**src/rtl/core_bus_pkg.sv**
```systemverilog
// core_bus_pkg
//   Shared types for the multi-core bus arbiter: the arbiter FSM state
//   encoding, a bus request record (address, write data, write enable)
//   sized by the default bus widths, and a helper for index widths.
package core_bus_pkg;

    localparam int BUS_ADDR_W = 32;
    localparam int BUS_DATA_W = 32;

    typedef enum logic [1:0] {
        IDLE = 2'd0,
        BUSY = 2'd1,
        RESP = 2'd2
    } arb_state_t;

    typedef struct packed {
        logic [BUS_ADDR_W-1:0] addr;
        logic [BUS_DATA_W-1:0] wr_data;
        logic                  wr_en;
    } bus_req_t;

    // Width of an index into n items; a single item still needs one bit.
    function automatic int idx_width(input int n);
        return (n > 1) ? $clog2(n) : 1;
    endfunction

endpackage

```
**src/rtl/core_bus_arbiter_rr_picker.sv**
```systemverilog
// rr_picker
//   Combinational round-robin select. The search starts at last_i+1
//   (mod N) and wraps, so the most recently served requester has the
//   lowest priority.
//   Ports:
//     req_i    in  N      request vector
//     last_i   in  IDX_W  index granted last time
//     grant_o  out IDX_W  winning index (0 when nothing requests)
//     valid_o  out 1      at least one request present
module rr_picker
    import core_bus_pkg::*;
#(
    parameter int N = 4,
    localparam int IDX_W = idx_width(N)
) (
    input  logic [N-1:0]     req_i,
    input  logic [IDX_W-1:0] last_i,
    output logic [IDX_W-1:0] grant_o,
    output logic             valid_o
);

    logic [IDX_W-1:0] cand;

    always_comb begin
        grant_o = '0;
        valid_o = 1'b0;
        cand    = '0;
        for (int i = 1; i <= N; i++) begin
            cand = IDX_W'((int'(last_i) + i) % N);
            if (!valid_o && req_i[cand]) begin
                grant_o = cand;
                valid_o = 1'b1;
            end
        end
    end

endmodule

```
**src/rtl/core_bus_arbiter.sv**
```systemverilog
// core_bus_arbiter
//   Round-robin arbiter letting NUM_CORES cores share one memory bus with
//   a req/ack handshake and an optional bounded wait (timeout -> error).
//   Ports:
//     clk_i, reset_ni                 clock, synchronous active-low reset
//     core_req_i/addr/wr_data/wr_en   per-core request fields (flattened)
//     core_ack_o                      one-hot single-cycle completion
//     core_err_o, core_rd_data_o      completion status / read data
//     mem_req_o/addr/wr_data/wr_en    registered request to memory
//     mem_rd_data_i, mem_ack_i        memory response
module core_bus_arbiter
    import core_bus_pkg::*;
#(
    parameter int NUM_CORES      = 4,
    parameter int ADDR_W         = 32,
    parameter int DATA_W         = 32,
    parameter int TIMEOUT_CYCLES = 255
) (
    input  logic                          clk_i,
    input  logic                          reset_ni,
    input  logic [NUM_CORES-1:0]          core_req_i,
    input  logic [NUM_CORES*ADDR_W-1:0]   core_addr_i,
    input  logic [NUM_CORES*DATA_W-1:0]   core_wr_data_i,
    input  logic [NUM_CORES-1:0]          core_wr_en_i,
    output logic [NUM_CORES-1:0]          core_ack_o,
    output logic                          core_err_o,
    output logic [DATA_W-1:0]             core_rd_data_o,
    output logic                          mem_req_o,
    output logic [ADDR_W-1:0]             mem_addr_o,
    output logic [DATA_W-1:0]             mem_wr_data_o,
    output logic                          mem_wr_en_o,
    input  logic [DATA_W-1:0]             mem_rd_data_i,
    input  logic                          mem_ack_i
);

    localparam int IDX_W = idx_width(NUM_CORES);
    // Counter only exists meaningfully when a timeout is configured.
    localparam int CNT_W = (TIMEOUT_CYCLES > 0) ? $clog2(TIMEOUT_CYCLES + 1) : 1;
    localparam logic [CNT_W-1:0] CNT_LAST =
        (TIMEOUT_CYCLES > 0) ? CNT_W'(TIMEOUT_CYCLES - 1) : '0;
    localparam logic [IDX_W-1:0] LAST_RST = IDX_W'(NUM_CORES - 1);

    arb_state_t        state_q, state_d;
    logic [IDX_W-1:0]  last_q, last_d;
    logic [IDX_W-1:0]  grant_q, grant_d;
    logic [CNT_W-1:0]  cnt_q, cnt_d;
    logic [ADDR_W-1:0] addr_q, addr_d;
    logic [DATA_W-1:0] wdata_q, wdata_d;
    logic              wen_q, wen_d;
    logic [DATA_W-1:0] rdata_q, rdata_d;
    logic              err_q, err_d;

    logic [IDX_W-1:0]  pick;
    logic              pick_vld;

    rr_picker #(
        .N (NUM_CORES)
    ) u_picker (
        .req_i   (core_req_i),
        .last_i  (last_q),
        .grant_o (pick),
        .valid_o (pick_vld)
    );

    always_ff @(posedge clk_i) begin
        if (!reset_ni) begin
            state_q <= IDLE;
            last_q  <= LAST_RST;
            grant_q <= '0;
            cnt_q   <= '0;
            addr_q  <= '0;
            wdata_q <= '0;
            wen_q   <= 1'b0;
            rdata_q <= '0;
            err_q   <= 1'b0;
        end else begin
            state_q <= state_d;
            last_q  <= last_d;
            grant_q <= grant_d;
            cnt_q   <= cnt_d;
            addr_q  <= addr_d;
            wdata_q <= wdata_d;
            wen_q   <= wen_d;
            rdata_q <= rdata_d;
            err_q   <= err_d;
        end
    end

    always_comb begin
        state_d = state_q;
        last_d  = last_q;
        grant_d = grant_q;
        cnt_d   = cnt_q;
        addr_d  = addr_q;
        wdata_d = wdata_q;
        wen_d   = wen_q;
        rdata_d = rdata_q;
        err_d   = err_q;

        unique case (state_q)
            IDLE: begin
                if (pick_vld) begin
                    grant_d = pick;
                    addr_d  = core_addr_i[int'(pick)*ADDR_W +: ADDR_W];
                    wdata_d = core_wr_data_i[int'(pick)*DATA_W +: DATA_W];
                    wen_d   = core_wr_en_i[pick];
                    cnt_d   = '0;
                    state_d = BUSY;
                end
            end
            BUSY: begin
                // An ack arriving on the last allowed cycle still wins.
                if (mem_ack_i) begin
                    rdata_d = wen_q ? '0 : mem_rd_data_i;
                    err_d   = 1'b0;
                    state_d = RESP;
                end else if (TIMEOUT_CYCLES != 0 && cnt_q == CNT_LAST) begin
                    rdata_d = '0;
                    err_d   = 1'b1;
                    state_d = RESP;
                end else if (TIMEOUT_CYCLES != 0) begin
                    cnt_d = cnt_q + 1'b1;
                end
            end
            RESP: begin
                last_d  = grant_q;
                state_d = IDLE;
            end
            default: state_d = IDLE;
        endcase
    end

    always_comb begin
        core_ack_o = '0;
        if (state_q == RESP) begin
            core_ack_o[grant_q] = 1'b1;
        end
    end

    assign core_err_o     = err_q;
    assign core_rd_data_o = rdata_q;
    assign mem_req_o      = (state_q == BUSY);
    assign mem_addr_o     = addr_q;
    assign mem_wr_data_o  = wdata_q;
    assign mem_wr_en_o    = wen_q;

endmodule

```
**config.mk**
```make
export PLATFORM = sky130hd
export DESIGN_NAME = core_bus_arbiter
export DESIGN_NICKNAME = d
export VERILOG_FILES = /design/src/rtl/core_bus_pkg.sv /design/src/rtl/core_bus_arbiter_rr_picker.sv /design/src/rtl/core_bus_arbiter.sv
export SDC_FILE = /design/constraint.sdc
export NUM_CORES = 1
export LEC_CHECK = 0
export CORE_AREA = 2 2 154 156
export DETAILED_ROUTE_END_ITERATION = 8
export DIE_AREA = 0 0 156 158
export DONT_BUFFER_PORTS = 1
export HOLD_SLACK_MARGIN = 0.12
export PLACE_DENSITY = 0.42
export SYNTH_ARGS = -nofsm -noshare
export SYNTH_HDL_FRONTEND = slang
export SYNTH_SLANG_ARGS = --single-unit
```
**constraint.sdc**
```tcl
create_clock -name clk_i -period 3.2 [get_ports clk_i]
set_input_delay 0.16 -clock clk_i [delete_from_list [all_inputs] [get_ports clk_i]]
set_output_delay 0.16 -clock clk_i [all_outputs]
set_load 0.005 [all_outputs]
```
==> impl_metrics.tcl, run 1 <==
set metrics [dict create \
    hold_buffers 203 \
    avgSynthCellArea_um2 8.32 \
    cts_root_buf "clkbuf_16" \
    htreeDepth 3 \
    dp_hpwl_um 15400 \
    die_height_um 158 \
    stop_error "[ERROR RSZ-0060] Max buffer count reached." \
    ys.flop_type "dfxtp_1" \
    ys_ff_latch 112 \
    syn_nets 1064 \
    synth.distinct_cells 45 \
    num_rows 56 \
    start_util_pct 27.5 \
    status "did not finish" \
    post_cts.resized_instances 0 \
    pin_count 402 \
    gp_congestion 0.770 \
    yosys_warnings 0 \
    failed_stage "4_1_cts" \
    cts_inserted_buffers 9 \
    clockBufferDepth 2 \
    seq_area_frac_synth_pct 35.3 \
    async_flop_share_pct 0 \
    clock-sinks 112 \
    post_cts_buffers 0 \
    fp.dieW_um 156 \
    syn_inst 763 \
    portBuffers 0 \
    syn_area_um2 6350 \
    synth-edff-count 0 \
]
[logic make-up after synthesis]
logic type / after synthesis / synth area share (%)
and+or+nand+nor: 218 / 18.4
AOI/OAI and AO/OA: 217 / 23.4
muxes: 79 / 12.5
buffers and inverters: 130 / 9.32
xor gates and xnor gates: 5 / 0.690
adders and majority gates: 2 / 0.394
DFF: 112 / 35.3
[Yosys cell counts, types with 2 or more instances]
cell / count / area, um2
a22oi_1: 32 / 240
buf_6: 5 / 56.3
nor2_2: 2 / 12.5
ha_1: 2 / 25.0
nor2_1: 50 / 188
a32o_2: 13 / 146
mux2i_1: 78 / 781
and3_1: 4 / 25.0
o211ai_1: 54 / 405
buf_2: 18 / 90.1
a31oi_1: 52 / 325
o21ai_0: 50 / 250
nand2_1: 91 / 342
and4_1: 52 / 455
inv_1: 56 / 210
dfxtp_1: 112 / 2240
nand4_1: 3 / 18.8
buf_1: 6 / 22.5
buf_12: 2 / 40.0
o21ai_1: 5 / 25.0
nor2b_1: 3 / 18.8
nand3_1: 2 / 10.0
a21oi_1: 2 / 10.0
nand2b_1: 3 / 18.8
clkbuf_1: 42 / 158
xor2_1: 5 / 43.8
[through the flow]
| step | util (%) | area [um2] | std cells | worst slack [ns] |
|---|---|---|---|---|
| global placement | 28.1 | 6490 | 991 | 0.920 |
| floorplan | - | 6350 | 763 | 1.37 |
| detailed placement | 28.1 | 6490 | 991 | 0.783 |
==> run 2: changes to the inputs <==
--- a/config.mk
+++ b/config.mk
@@ -5,12 +5,11 @@
 export SDC_FILE = /design/constraint.sdc
 export NUM_CORES = 1
 export LEC_CHECK = 0
-export CORE_AREA = 2 2 154 156
+export CORE_AREA = 2 2 158 160
 export DETAILED_ROUTE_END_ITERATION = 8
-export DIE_AREA = 0 0 156 158
+export DIE_AREA = 0 0 160 162
 export DONT_BUFFER_PORTS = 1
-export HOLD_SLACK_MARGIN = 0.12
-export PLACE_DENSITY = 0.42
+export PLACE_DENSITY_LB_ADDON = 0.15
 export SYNTH_ARGS = -nofsm -noshare
 export SYNTH_HDL_FRONTEND = slang
 export SYNTH_SLANG_ARGS = --single-unit
==> run 2 against run 1 <==
The run now ends clean. Area after synthesis unchanged. Synthesized cell count is the same.
==> impl_metrics.tcl, run 2 <==
set metrics [dict create \
    layout-drive-gt1-share_pct 7.52 \
    worstSetupEndpointType "flip-flop" \
    worstMarginPinSlew_ns 1.01 \
    hold_class "in -> reg" \
    cts_tree "built" \
    setup_ws_ns 0.189 \
    hold_buffers 53 \
    post_cts_buffers 0 \
    reg2regPathDepth 7 \
    die_height_um 162 \
    wl_per_cell_um 20.6 \
    cts_inserted_buffers 9 \
    vdd_drop_max_mv 0.202 \
    crit_path_start "last_q[0]" \
    dp_hpwl_um 16000 \
    wl_um 22600 \
    relSlewSlack_pct 32.9 \
    status "completed" \
    hold_depth 2 \
    grt_pass1_vias 5895 \
    clock-sinks 112 \
    switchingPower_w 0.00116 \
    antenna_found_initial 2 \
    start_util_pct 26.3 \
    pwr-share-seq_pct 46.0 \
    placedCellCount 1026 \
    portBuffers 0 \
    seq_area_frac_synth_pct 35.3 \
    max_freq_mhz 332 \
    pin_count 402 \
    drv_slew 0 \
    setup_viol 0 \
    synthTopCellsByCount "dfxtp_1, nand2_1, mux2i_1, inv_1, o211ai_1" \
    remaining_drc_errors 0 \
    power_w 0.00358 \
    yosys_warnings 0 \
    criticalPathCategory "reg -> reg" \
    hold_viol_final 0 \
    intPower_w 0.00242 \
    grt_usage_pct 16.5 \
    clockBufferDepth 2 \
    period_needed_ns 3.01 \
    first_pass_iters 5 \
    stdcell_count 1097 \
    fin_crit_sh_pct 94.1 \
    syn_inst 763 \
    crit_fanout 43 \
    grt_max_degree 106 \
    tns_ns 0 \
    drtIter0Drc 405 \
    synthTopCellsByArea "dfxtp_1, mux2i_1, and4_1" \
    post_cts.resized_instances 0 \
    p_leak_nw 2.97 \
    clk_pin_slew_worst_paths_ns 0.09 \
    synth_most_common_cell "dfxtp_1" \
    fillers 2590 \
    final_cell_mix "dfxtp_1, nand2_1, mux2i_1, inv_1, o211ai_1" \
    pre_cts_ws_ns 0.685 \
    clk_latency_ns 0.36 \
    core_area_um2 24100 \
    clockPowerShare_pct 34.7 \
    powerDensity_nw_per_um2 483 \
    area_delta_synth_final_pct 16.8 \
    whs_ns 0.0204 \
    synth-edff-count 0 \
    vias 5902 \
    htreeDepth 3 \
    rr_startpoint "last_q[0]" \
    avgSynthCellArea_um2 8.32 \
    cp.required_ns 3.43 \
    final_common_cell "dfxtp_1" \
    yosysTopAreaCell "dfxtp_1" \
    syn_area_um2 6350 \
    ys_ff_latch 112 \
    grt.overflow.total 0 \
    ys.flop_type "dfxtp_1" \
    yosys.area.top_type_share_pct 35.3 \
    grt_pass1_wl_um 33800 \
    seq_area_um2 2240 \
    pwr-share-comb_pct 19.3 \
    viasPerCell 5.38 \
    detail-route-antenna-nets 0 \
    maxCapViolations 0 \
    fp.dieW_um 160 \
    async_flop_share_pct 0 \
    worst_clock_skew_ns 0.0103 \
    gp_congestion 0.857 \
    cts_root_buf "clkbuf_16" \
    multi_input_area_um2 3570 \
    die_area_um2 25900 \
    cp.arrival_ns 3.24 \
    final_nets 1067 \
    switching_share_pct 32.3 \
    synth.distinct_cells 45 \
    syn_nets 1064 \
    cp-start-kind "flip-flop" \
    rsz0062_at_grt "no" \
    min_from "core_addr_i[82]" \
    num_rows 57 \
]
## run 2: path summary, 6_finish.rpt
kind                        to  slack, ns
max          mem_wr_data_o[29]       0.19
min             mem_addr_o[18]       0.02
max reg2reg  mem_wr_data_o[29]       0.19
min reg2reg           cnt_q[7]       0.49
## run 2: worst max-delay path, cell delays in order, from the launching register on
cell and delay (ns):
dfxtp_1 0.41, nand2b_1 0.21, a21o_4 0.38, and3_4 0.59, buf_12 0.32, mux2i_1 0.23
dlygate4sd3_1 0.59, o211ai_1 0.08
## run 2: final cells by class
cell class | count | area share [%]
timing repair buffer | 66 | 8.81
clock buffer | 9 | 3.04
clock inverter | 7 | 1.37
sequential | 112 | 30.2
multi-input combinational | 521 | 48.2
tap | 324 | 5.47
inverter | 56 | 2.84
antenna | 2 | 0.0675
## run 2: power by group through the flow
stage          logic (W)  registers [W]  clock network (W)
2_1_floorplan   0.000523        0.00164                  0
3_3_place_gp    0.000615        0.00168                  0
3_5_place_dp    0.000638        0.00168                  0
4_1_cts         0.000696        0.00165            0.00132
5_1_grt         0.000763        0.00166            0.00136
6_report        0.000690        0.00165            0.00124
## run 2: kinds of logic (layout without fill, tap and decap cells)
| group | after synthesis | in the layout | synth area share (%) |
|---|---|---|---|
| and+or+nand+nor | 218 | 218 | 18.4 |
| AOI/OAI and AO/OA | 217 | 217 | 23.4 |
| buffers and inverters | 130 | 138 | 9.32 |
| DFF | 112 | 112 | 35.3 |
| muxes | 79 | 79 | 12.5 |
| xor gates and xnor gates | 5 | 5 | 0.690 |
| adders and majority gates | 2 | 2 | 0.394 |
| other | 0 | 2 | 0 |
## run 2: per-stage QoR
step	utilization [%]	cell area, um2
2_1_floorplan	-	6350
3_3_place_gp	27.2	6550
3_5_place_dp	27.2	6550
4_1_cts	30.7	7410
5_1_grt	30.7	7410
6_report	30.7	7410
## run 2: metal layers
layer	part of all wire [%]	wire length [um]	global-route usage (%)	up-vias
li1	-	-	-	2800
met1	38	8550	18.3	2783
met2	52	11800	30.2	295
met3	8.2	1860	5.34	24
met4	1.9	422	4.83	0
met5	0	0	0	-
Power figures use the tool's default switching activity.
